[config.mk]
export PLATFORM = sky130hd
export DESIGN_NAME = fetch_ctrl
export DESIGN_NICKNAME = d
export VERILOG_FILES = /design/src/rtl/fetch_pkg.sv /design/src/rtl/branch_lut.sv /design/src/rtl/fetch_ctrl.sv
export SDC_FILE = /design/constraint.sdc
export NUM_CORES = 1
export LEC_CHECK = 0
export ABC_AREA = 1
export CAP_MARGIN = 15
export CORE_MARGIN = 2
export CORE_UTILIZATION = 50
export CTS_CLUSTER_DIAMETER = 150
export DETAILED_ROUTE_END_ITERATION = 10
export MAX_ROUTING_LAYER = met4
export PLACE_DENSITY = 0.76
export SKIP_LAST_GASP = 1
export SYNTH_ARGS = -nofsm -noshare
export SYNTH_HDL_FRONTEND = slang
export SYNTH_HIERARCHICAL = 1
export SYNTH_SLANG_ARGS = --single-unit
[constraint.sdc]
create_clock -name Clk -period 5.4 [get_ports Clk]
set_input_delay 1.08 -clock Clk [delete_from_list [all_inputs] [get_ports Clk]]
set_output_delay 1.08 -clock Clk [all_outputs]
set_load 0.02 [all_outputs]
[src/rtl/fetch_pkg.sv]
// Shared types and constants for the instruction-fetch sequencer.
// The branch table is program-specific and is the only thing expected to change per program.
package fetch_pkg;

    typedef enum logic [1:0] {
        IDLE = 2'd0,
        RUN  = 2'd1,
        HALT = 2'd2
    } state_t;

    localparam logic [8:0] HALT_OP_DFLT = 9'b111_11_11;

    localparam int LUT_N = 4;
    // Entry 2 is -3 in two's complement: the loop-back offset of the multiply demo
    localparam logic [15:0] LUTP [LUT_N] = '{16'd0, 16'd8, 16'hFFFD, 16'd0};

endpackage

[src/rtl/branch_lut.sv]
// Branch target table: operand index to 16-bit target or offset.
// Purely combinational; the interpretation (absolute or relative) belongs to the caller.
module branch_lut
    import fetch_pkg::*;
(
    input  logic [1:0]  lut_idx,
    output logic [15:0] target
);

    assign target = LUTP[lut_idx];

endmodule

[src/rtl/fetch_ctrl.sv]
// Instruction-fetch sequencer: IDLE/RUN/HALT FSM, program counter with
// sequential, absolute and relative next-PC selection, and a saturating RUN cycle counter.
module fetch_ctrl
    import fetch_pkg::*;
#(
    parameter int             PW         = 16,
    parameter int             IW         = 9,
    parameter logic [PW-1:0]  START_ADDR = '0,
    parameter logic [IW-1:0]  HALT_OP    = IW'(HALT_OP_DFLT)
) (
    input  logic           Clk,
    input  logic           Reset,
    input  logic           Start,
    input  logic [IW-1:0]  Inst,
    input  logic           BranchAbs,
    input  logic           BranchRel,
    input  logic           Taken,
    input  logic [1:0]     LutIdx,
    input  logic           Stall,
    output logic [PW-1:0]  PC,
    output logic           Fetch,
    output logic           Done,
    output logic [15:0]    CycleCount
);

    state_t        state;
    logic [15:0]   lut_val;
    logic [PW-1:0] pc_nxt;

    branch_lut u_lut (
        .lut_idx (LutIdx),
        .target  (lut_val)
    );

    // Absolute targets are unsigned; relative offsets are sign-extended to the PC width
    always_comb begin
        pc_nxt = PC + PW'(1);
        if (BranchAbs && Taken)
            pc_nxt = PW'(lut_val);
        else if (BranchRel && Taken)
            pc_nxt = PC + PW'($signed(lut_val));
    end

    always_ff @(posedge Clk or posedge Reset) begin
        if (Reset) begin
            state      <= IDLE;
            PC         <= START_ADDR;
            CycleCount <= '0;
        end else begin
            case (state)
                IDLE, HALT: begin
                    if (Start) begin
                        state      <= RUN;
                        PC         <= START_ADDR;
                        CycleCount <= '0;
                    end
                end
                RUN: begin
                    if (CycleCount != 16'hFFFF)
                        CycleCount <= CycleCount + 16'd1;
                    // A stall masks both halt detection and branching
                    if (!Stall) begin
                        if (Inst == HALT_OP)
                            state <= HALT;
                        else
                            PC <= pc_nxt;
                    end
                end
                default: state <= IDLE;
            endcase
        end
    end

    assign Fetch = (state == RUN);
    assign Done  = (state == HALT);

endmodule

Yosys cells after proc, flatten, opt, wreduce, memory -nomap -nowiden
Cells that the tools add are included.
{"block": "op_classes", "n_addsub": 3, "n_lt_le_gt_ge": 1, "eq_ne": 9, "n_mux": 15, "n_bitwise": 1, "n_reduce_logical": 8}
{"operator": "two-way mux 16 bit", "n": 8}
{"operator": "case mux 16 bit (2 select lines)", "n": 2}
{"operator": "adder 16 x 1 -> 16 bit, second input constant", "n": 2}
{"operator": "binary-select mux 16 bit (select 2 bit)", "n": 1}
{"operator": "adder 16 bit", "n": 1}
{"operator": "!= test 16 bit, second input constant", "n": 1}
{"operator": "== test 9 x 7 -> 1 bit, second input constant", "n": 1}
{"operator": "two-way mux 2 bit", "n": 3}
{"operator": "!= test 2 bit, second input constant", "n": 3}
{"operator": "AND reduction 3 bit", "n": 2}
{"operator": "!= test 2 x 1 -> 1 bit, second input constant", "n": 2}
{"operator": "case mux 2 bit (2 select lines)", "n": 1}
{"operator": "AND reduction 4 bit", "n": 1}
{"operator": ">= comparator 3 bit, second input constant", "n": 1}
{"operator": "NOT 2 -> 3 bit", "n": 1}
{"operator": "== test 2 x 1 -> 1 bit, second input constant", "n": 1}
{"operator": "== test 2 bit, second input constant", "n": 1}
{"operator": "logical AND 1 bit", "n": 2}
{"operator": "zero test 2 bit", "n": 1}
{"operator": "nonzero test 2 bit", "n": 1}
{"operator": "OR reduction 2 bit", "n": 1}
{"block": "word_totals", "ff_bits": 34, "in_bits": 18, "out_inout_bits": 34, "elab_cells": 40}

Longest topological paths before layout
Gate-level depths: netlist (run 1).
{"block": "depth", "word_depth": 10, "ltp_mapped": 16, "depth_no_buf": 16}

By module
Netlist (run 1), hierarchy kept.
{"mod": "fetch_ctrl", "n_inst": 1, "cells_each": 466, "area_each_um2": 2921.6, "seq_area_each_um2": 850.8}
{"mod": "branch_lut", "n_inst": 1, "cells_each": 18, "area_each_um2": 128.9, "seq_area_each_um2": 0.0}

Least setup slack after synthesis (run 1)
OpenSTA, ideal clock, no wires.
{"block": "synth_path", "kind": "in2reg", "startpoint": "input LutIdx[0]", "endpoint": "register PC[8]", "setup_ns": 0.117, "t_arrival_ns": 2.829, "required_ns": 5.283, "slack_ns": 2.455, "path_stages": 13, "path_cell_list": "inv_1 ha_1 inv_1 nand2_1 ha_1 fa_1 nand3_1 nand3_1 a21oi_1 xor2_1 nand2_1 nand2_1 nand2_1"}
{"block": "synth_via", "elab_chain_len": 10}
{"item": "start: declaration", "line": "fetch_ctrl.sv:18", "source": "input logic [1:0] LutIdx,"}
{"item": "NOT 2 -> 3 bit (implied by the code)", "line": "branch_lut.sv:10", "source": "assign target = LUTP[lut_idx];"}
{"item": "binary-select mux 16 bit (select 2 bit)", "line": "branch_lut.sv:10"}
{"item": "two-way mux 16 bit (implied by the code) (2 in series)", "line": "branch_lut.sv:10"}
{"item": "named net lut_val[0]", "line": "fetch_ctrl.sv:27", "source": "logic [15:0] lut_val;"}
{"item": "adder 16 bit", "line": "fetch_ctrl.sv:41", "source": "pc_nxt = PC + PW'($signed(lut_val));"}
{"item": "two-way mux 16 bit", "line": "fetch_ctrl.sv:40", "source": "else if (BranchRel && Taken)"}
{"item": "two-way mux 16 bit", "line": "fetch_ctrl.sv:38", "source": "if (BranchAbs && Taken)"}
{"item": "two-way mux 16 bit", "line": "fetch_ctrl.sv:63", "source": "if (Inst == HALT_OP)"}
{"item": "two-way mux 16 bit", "line": "fetch_ctrl.sv:62", "source": "if (!Stall) begin"}
{"item": "case mux 16 bit (2 select lines)", "line": "fetch_ctrl.sv:50", "source": "case (state)"}
{"item": "end signal: assignment", "line": "fetch_ctrl.sv:66", "source": "PC <= pc_nxt;"}
{"item": "end: declaration", "line": "fetch_ctrl.sv:20", "source": "output logic [PW-1:0] PC,"}
The timed path passes the listed nets, and every way through them passes these cells. The select of a mux whose other input is x is not followed.
A chain may end at the register's enable or synchronous reset.

Worst setup path after layout (run 1)
{"block": "layout_path", "startpoint": "input LutIdx[1]", "endpoint": "register PC[15]"}
Same word-level chain as after synthesis.

==> results of run 1 <==
## state kept, by name, indices dropped and copies added (netlist names)
signal      count
CycleCount     16
PC             16
state           2
## layout by cell type (no fill, tap or decap), drive strengths merged
master,n
nand4,8
xnor2,4
xor2,9
nor2,46
o211ai,2
a21oi,14
ha,17
o21ai,24
fa,1
dfrtp,34
clkdlybuf4s50,51
nand3b,3
inv,73
a31o,3
or2,4
conb,1
clkinvlp,1
o31ai,1
nand2,172
clkbuf,6
nand3,38
bufinv,1
nor3,7
buf,1
## how the worst max path moves through the flow
stage,startpoint,end,slack (ns),depth (start not counted)
global placement,LutIdx[0],PC[8]$_DFFE_PP0P_,1.72,14
detailed placement,LutIdx[1],PC[15]$_DFFE_PP0P_,1.66,14
finish,LutIdx[1],PC[15]$_DFFE_PP0P_,1.94,14
floorplan,LutIdx[0],PC[8]$_DFFE_PP0P_,2.45,13
CTS,LutIdx[1],PC[15]$_DFFE_PP0P_,1.98,14
global route,LutIdx[0],PC[15]$_DFFE_PP0P_,1.71,15
## layer usage
metal	global-route usage	share of wire	vias to the layer above
li1	-	-	1570
met1	0.283	0.45	1386
met2	0.454	0.50	69
met3	0.0326	0.032	13
met4	0.0983	0.018	0
met5	-	0	-
## kinds of logic after synthesis
group / share of synthesized area
adders and majority gates: 0.0763
AOI/OAI and AO/OA: 0.0857
and+or+nand+nor: 0.377
buffers and inverters: 0.143
xor gates and xnor gates: 0.0373
DFF: 0.279
other: 0.00123
## through the flow
stage / instance area (um^2) / power (mW) / std cells
floorplan: 3050 / 0.775 / 484
global placement: 3500 / 0.983 / 588
detailed placement: 3500 / 0.996 / 588
CTS: 3610 / 1.25 / 596
global route: 3610 / 1.33 / 596
finish: 3610 / 1.24 / 596
## power by group through the flow
| stage | registers [mW] | clock network [mW] | logic [mW] |
|---|---|---|---|
| after global placement | 0.424 | 0 | 0.559 |
| after global routing | 0.437 | 0.259 | 0.633 |
| after CTS | 0.423 | 0.252 | 0.574 |
| final | 0.424 | 0.246 | 0.571 |
| after detailed placement | 0.426 | 0 | 0.571 |
| after floorplan | 0.488 | 0 | 0.287 |
## critical path: stages
cell	delay (ns)
sky130_fd_sc_hd__clkdlybuf4s50_1	0.46
sky130_fd_sc_hd__ha_1	0.58
sky130_fd_sc_hd__inv_1	0.13
sky130_fd_sc_hd__nor2_1	0.14
sky130_fd_sc_hd__ha_1	0.29
sky130_fd_sc_hd__or2_2	0.31
sky130_fd_sc_hd__nand3_1	0.11
sky130_fd_sc_hd__nand2_1	0.10
sky130_fd_sc_hd__nand2_1	0.10
sky130_fd_sc_hd__nand2_1	0.05
sky130_fd_sc_hd__nand2_1	0.07
sky130_fd_sc_hd__nand3_1	0.08
sky130_fd_sc_hd__nand2_1	0.09
sky130_fd_sc_hd__nand2_1	0.05
## final cells by class
cell class	instances	area, um^2	share of cell area
well taps	75	93.8	0.0260
inverters	73	274	0.0759
clock buffers	6	72.6	0.0201
repair buffers	52	518	0.144
clock inverters	2	37.5	0.0104
flip-flops and latches	34	851	0.236
multi-input cells	354	1760	0.488
## Yosys cell counts, types with 4 or more instances
library cell,number,share of area
sky130_fd_sc_hd__nand2_1,172,0.21
sky130_fd_sc_hd__inv_1,73,0.090
sky130_fd_sc_hd__nor2_1,44,0.054
sky130_fd_sc_hd__nand3_1,38,0.062
sky130_fd_sc_hd__dfrtp_1,34,0.28
sky130_fd_sc_hd__o21ai_0,18,0.030
sky130_fd_sc_hd__ha_1,17,0.070
sky130_fd_sc_hd__a21oi_1,14,0.023
sky130_fd_sc_hd__buf_4,14,0.034
sky130_fd_sc_hd__xor2_1,9,0.026
sky130_fd_sc_hd__nand4_1,8,0.016
sky130_fd_sc_hd__nor3_1,6,0.0098
sky130_fd_sc_hd__o21ai_2,6,0.017
sky130_fd_sc_hd__clkbuf_1,5,0.0062
sky130_fd_sc_hd__or2_2,4,0.0082
sky130_fd_sc_hd__xnor2_1,4,0.011
==> out/results.md, run 1 <==
| Result | Value |
|---|---|
| Number of gates resized after cts | 0 |
| CP Data Arrival Time | 3.65 ns |
| Combinational share of power | 0.460 |
| Critical Path RT | 5.59 ns |
| Total wire length | 7460 um |
| Share of power burned in the clock network | 0.198 |
| Worst Hold Endpoint | PC[6]$_DFFE_PP0P_ |
| Clock transition at path regs | 0.08 ns |
| Clock buffers created by TritonCTS | 5 |
| P_sw | 524 uW |
| Cell area power density | 344 nW/um^2 |
| Setup TNS | 0 ns |
| Syn nets | 520 |
| Unrepaired setup endpoints after global routing | false |
| Register area share after synthesis | 0.279 |
| Total track usage | 0.252 |
| Width of the chip | 82.1 um |
| Worst Slack Setup Final | 1.94 ns |
| Number of buffers inserted for hold repair after clock tree synthesis | 0 |
| Ratio of cells with drive above 1 in the final layout | 0.0461 |
| Average via count per standard cell | 5.10 |
| Antenna Cells | 0 |
| Internal power of the cells | 717 uW |
| Global route total overflow | 0 |
| F_max | 289 MHz |
| Fraction of registers with async set/reset | 1.00 |
| Clock tree from TritonCTS | yes |
| Average wire length per cell after detail routing | 12.5 um |
| Startpoint type of the worst setup path | input port |
| Via count of the first global-routing pass | 2933 |
| Max rail drop VDD | 0.246 mV |
| I/O pin total | 52 |
| Share of the core filled with cells in the final layout | 0.610 |
| Worst reg-to-reg setup slack | 2.65 ns |
| Setup Skew | 0.00846 ns |
| CP Capture Type | register |
| Antenna Nets Post-Route | 0 |
| Worst hold path depth | 2 |
| Netlist Area Pre-Place | 3050 um^2 |
| Startpoint of the lowest-slack hold path | PC[6]$_DFFE_PP0P_ |
| Syn_area_per_cell | 6.30 um^2 |
| Worst R2R Path Depth | 7 |
| Post-CTS setup buffer count | 0 |
| Time the worst path needs with I/O delays and setup | 3.46 ns |
| Root Driver | sky130_fd_sc_hd__clkbuf_8 |
| Endpoint of the lowest-slack register-to-register path | PC[2]$_DFFE_PP0P_ |
| Fill cell instance count of the final layout | 554 |
| Count of synthesis-stage warnings from yosys | 6 |
| Area grow syn2layout | 18.3% |
| Max_slew headroom | 0.359 |
| Initial antenna violation count | 0 |
| Final period utilization | 0.640 |
| Number of distinct library cells after synthesis | 26 |
| Max-cap violations | 0 |
| Maximum fanout encountered on the critical timing path | 18 |
| Leakage component of the power | 1.83 nW |
| Kind of critical path | input port to register |
| Worst Hold Margin | 0.519 ns |
| Number of DRC markers in iteration 0 | 214 |
| Number of clock sinks seen by CTS | 34 |
| Outcome | finished, final reports clean |
| First-pass GRT wire length | 12800 um |
| Clock network latency to the later pin of the worst-skew pair | 0.30 ns |
| Die area | 6740 um^2 |
| Gate count of the mapped netlist | 484 |
| Remaining design rule violation count | 0 |
| Largest net degree at the start of global routing | 35 |
| Register share of total power | 0.342 |
| Final weighted congestion in routability-driven placement | 0.896 |
| Area of the core | 5920 um^2 |
| Effective utilization at floorplan | 0.515 |
| Final-report max-slew violation count | 0 |
| Port Buf Inserts | 51 |
| Number of synthesized flops with an enable pin | 0 |
| Post-synth top flop | sky130_fd_sc_hd__dfrtp_1 |
| Count of TritonRoute iterations in the first routing pass | 4 |
| Synthesized flop and latch total | 34 |
| Setup Viol. Count Final | 0 |
| Worst reg2reg path startpoint | state[0]$_DFFE_PP0P_ |
| Half-perimeter wire length of the detailed placement result | 5440 um |
| Worst-Margin Slew | 0.962 ns |
| Worst min path class | register to register |
| Buffer levels on the longest clock path | 2 |
| Net count, final | 556 |
| Hold violation total from the final report | 0 |
| Net Sw Frac | 0.422 |
| Htree depth | 2 |
| Row cnt | 28 |
| Post-Place Setup Slack | 1.66 ns |
| Vertical die dimension | 82.1 um |
| Vias after detailed routing | 3038 |
Power figures use the tool's default switching activity.
==> run 2, diff against run 1 <==
Settings changed: CORE_UTILIZATION 50 to 49, PLACE_DENSITY 0.76 to 0.78.
Clock period 5.4 ns to 3.1 ns, I/O delays scaled along.
==> out/results.md, run 2 (synthesized netlist as in run 1, its figures left out) <==
| Result | Value | vs previous |
|---|---|---|
| Critical Path RT | 3.29 ns | was 5.59 ns |
| Worst min path class | register to register | unchanged |
| Placed cell count | 598 | was 588 |
| Port Buf Inserts | 51 | unchanged |
| Via count of the first global-routing pass | 3050 | was 2933 |
| Number of clock sinks seen by CTS | 34 | unchanged |
| Cell area power density | 567 nW/um^2 | was 344 nW/um^2 |
| Clock transition at path regs | 0.08 ns | about the same |
| Number of DRC markers in iteration 0 | 164 | was 214 |
| Row cnt | 28 | unchanged |
| DR WL met3 | 350 um | was 238 um |
| Outcome | finished, final reports clean | unchanged |
| I/O pin total | 52 | unchanged |
| Final-report max-slew violation count | 0 | unchanged |
| Setup TNS | 0 ns | unchanged |
| Ratio of cells with drive above 1 in the final layout | 0.0642 | was 0.0461 |
| Kind of critical path | input port to register | unchanged |
| Maximum fanout encountered on the critical timing path | 4 | was 18 |
| Area of the core | 5960 um^2 | was 5920 um^2 |
| Clock network latency to the later pin of the worst-skew pair | 0.29 ns | was 0.30 ns |
| Root Driver | sky130_fd_sc_hd__clkbuf_8 | unchanged |
| Met2 Routed Length | 3940 um | was 3760 um |
| Number of buffers inserted for hold repair after clock tree synthesis | 0 | unchanged |
| Net count, final | 566 | was 556 |
| Area grow syn2layout | 19.9% | was 18.3% |
| Vias after detailed routing | 3110 | was 3038 |
| Worst Slack Setup Final | 0.425 ns | was 1.94 ns |
| CP Data Arrival Time | 2.86 ns | was 3.65 ns |
| Total wire length | 7590 um | was 7460 um |
| Setup Viol. Count Final | 0 | unchanged |
| Unrepaired setup endpoints after global routing | false | unchanged |
| Setup Skew | 0.00542 ns | was 0.00846 ns |
| Average via count per standard cell | 5.14 | was 5.10 |
| Max_slew headroom | 0.641 | was 0.359 |
| Commonest cells after routing, fill and taps aside | 172 x sky130_fd_sc_hd__nand2_1, 73 x sky130_fd_sc_hd__inv_1, 51 x sky130_fd_sc_hd__clkdlybuf4s50_1 | unchanged |
| Max rail drop VDD | 0.494 mV | was 0.246 mV |
| Antenna Nets Post-Route | 0 | unchanged |
| Remaining design rule violation count | 0 | unchanged |
| First-pass GRT wire length | 12900 um | was 12800 um |
| Buffer levels on the longest clock path | 2 | unchanged |
| Htree depth | 2 | unchanged |
| Clock buffers created by TritonCTS | 5 | unchanged |
| Final period utilization | 0.863 |  |
| Initial antenna violation count | 0 | unchanged |
| Total track usage | 0.228 | was 0.252 |
| Final weighted congestion in routability-driven placement | 0.941 | was 0.896 |
| Worst-Margin Slew | 0.537 ns | was 0.962 ns |
| Effective utilization at floorplan | 0.512 | was 0.515 |
| Time the worst path needs with I/O delays and setup | 2.68 ns |  |
| Max-cap violations | 0 | unchanged |
| Average wire length per cell after detail routing | 12.5 um | about the same |
| CP Capture Type | register | unchanged |
| Registers with the highest flip-flop counts | CycleCount (16), PC (16), state (2) | unchanged |
| Overall Power | 2.07 mW | was 1.24 mW |
| Detailed-route wire length on metal 1 | 3150 um | was 3320 um |
| Number of gates resized after cts | 0 | unchanged |
| Leading cell type in the layout, fill and taps excluded | sky130_fd_sc_hd__nand2_1 | unchanged |
| Leakage component of the power | 1.86 nW | was 1.83 nW |
| Post-CTS setup buffer count | 0 | unchanged |
| Die area | 6870 um^2 | was 6740 um^2 |
| Final cell count without fillers | 605 | was 596 |
| Vertical die dimension | 82.9 um | was 82.1 um |
| Half-perimeter wire length of the detailed placement result | 5770 um | was 5440 um |
| Highest routed metal layer | met4 | unchanged |
| Largest net degree at the start of global routing | 35 | unchanged |
| Global route total overflow | 0 | unchanged |
| Clock tree from TritonCTS | yes | unchanged |
| Startpoint type of the worst setup path | input port | unchanged |
| Post-Place Setup Slack | 0.134 ns | was 1.66 ns |
| Hold violation total from the final report | 0 | unchanged |
| Count of TritonRoute iterations in the first routing pass | 4 | unchanged |
| F_max | 374 MHz |  |
| Width of the chip | 82.9 um | was 82.1 um |
| Antenna Cells | 0 | unchanged |
run 2: cell types whose count changed in the layout (fill, tap and decap cells not counted):
cell and change:
sky130_fd_sc_hd__bufinv_16 -1, sky130_fd_sc_hd__buf_4 +10, sky130_fd_sc_hd__clkbuf_1 -1, sky130_fd_sc_hd__clkinvlp_4 +1
run 2: area by class of cell:
| class | instances | area [um^2] |
|---|---|---|
| fill | 574 | 2300 |
| clock buffer | 5 | 68.8 |
| tap | 75 | 93.8 |
| sequential | 34 | 851 |
| timing repair buffer | 62 | 593 |
| inverter | 73 | 274 |
| clock inverter | 2 | 15.0 |
| multi-input combinational | 354 | 1760 |
run 2: routing by layer:
layer  vias up  track usage
met5         -            -
met4         0       0.0894
met3        17       0.0298
met2        87        0.428
met1      1421        0.241
li1       1585            -
run 2: where the power goes:
group / switching (mW) / internal (mW) / total, mW
sequential: 0.172 / 0.562 / 0.734
clock: 0.178 / 0.153 / 0.332
combinational: 0.555 / 0.453 / 1.01
run 2: final timing paths:
check / startpoint / end / slack, ns / depth (start not counted)
min in group asynchronous: Reset / CycleCount[12]$_DFFE_PP0P_ / 0.72 / 3
max reg2reg: state[0]$_DFFE_PP0P_ / PC[1]$_DFFE_PP0P_ / 1.15 / 10
min reg2reg: PC[14]$_DFFE_PP0P_ / PC[14]$_DFFE_PP0P_ / 0.52 / 2
max in group asynchronous: Reset / PC[7]$_DFFE_PP0P_ / 2.05 / 3
min: PC[14]$_DFFE_PP0P_ / PC[14]$_DFFE_PP0P_ / 0.52 / 2
max: LutIdx[0] / PC[8]$_DFFE_PP0P_ / 0.42 / 14
run 2: critical path, stage by stage:
cell and delay (ns):
sky130_fd_sc_hd__clkdlybuf4s50_1 0.45, sky130_fd_sc_hd__inv_1 0.04, sky130_fd_sc_hd__ha_1 0.23, sky130_fd_sc_hd__inv_1 0.08, sky130_fd_sc_hd__nand2_1 0.06, sky130_fd_sc_hd__ha_1 0.20, sky130_fd_sc_hd__fa_1 0.43, sky130_fd_sc_hd__nand3_1 0.11
sky130_fd_sc_hd__nand3_1 0.13, sky130_fd_sc_hd__a21oi_1 0.20, sky130_fd_sc_hd__xor2_1 0.16, sky130_fd_sc_hd__nand2_1 0.06, sky130_fd_sc_hd__nand2_1 0.06, sky130_fd_sc_hd__nand2_1 0.05
run 2: through the flow:
step	utilization	hold slack, ns	cell area [um^2]
floorplan	-	0.605	3050
global placement	0.600	0.501	3570
detailed placement	0.600	0.501	3570
CTS	0.614	0.522	3660
global route	0.614	0.545	3660
finish	0.614	0.520	3660
==> run 3, diff against run 2 <==
Settings changed: CAP_MARGIN 15 to not set.
==> results of run 3 <==
The final DEF is identical to that of run 2; final timing and power are the same.
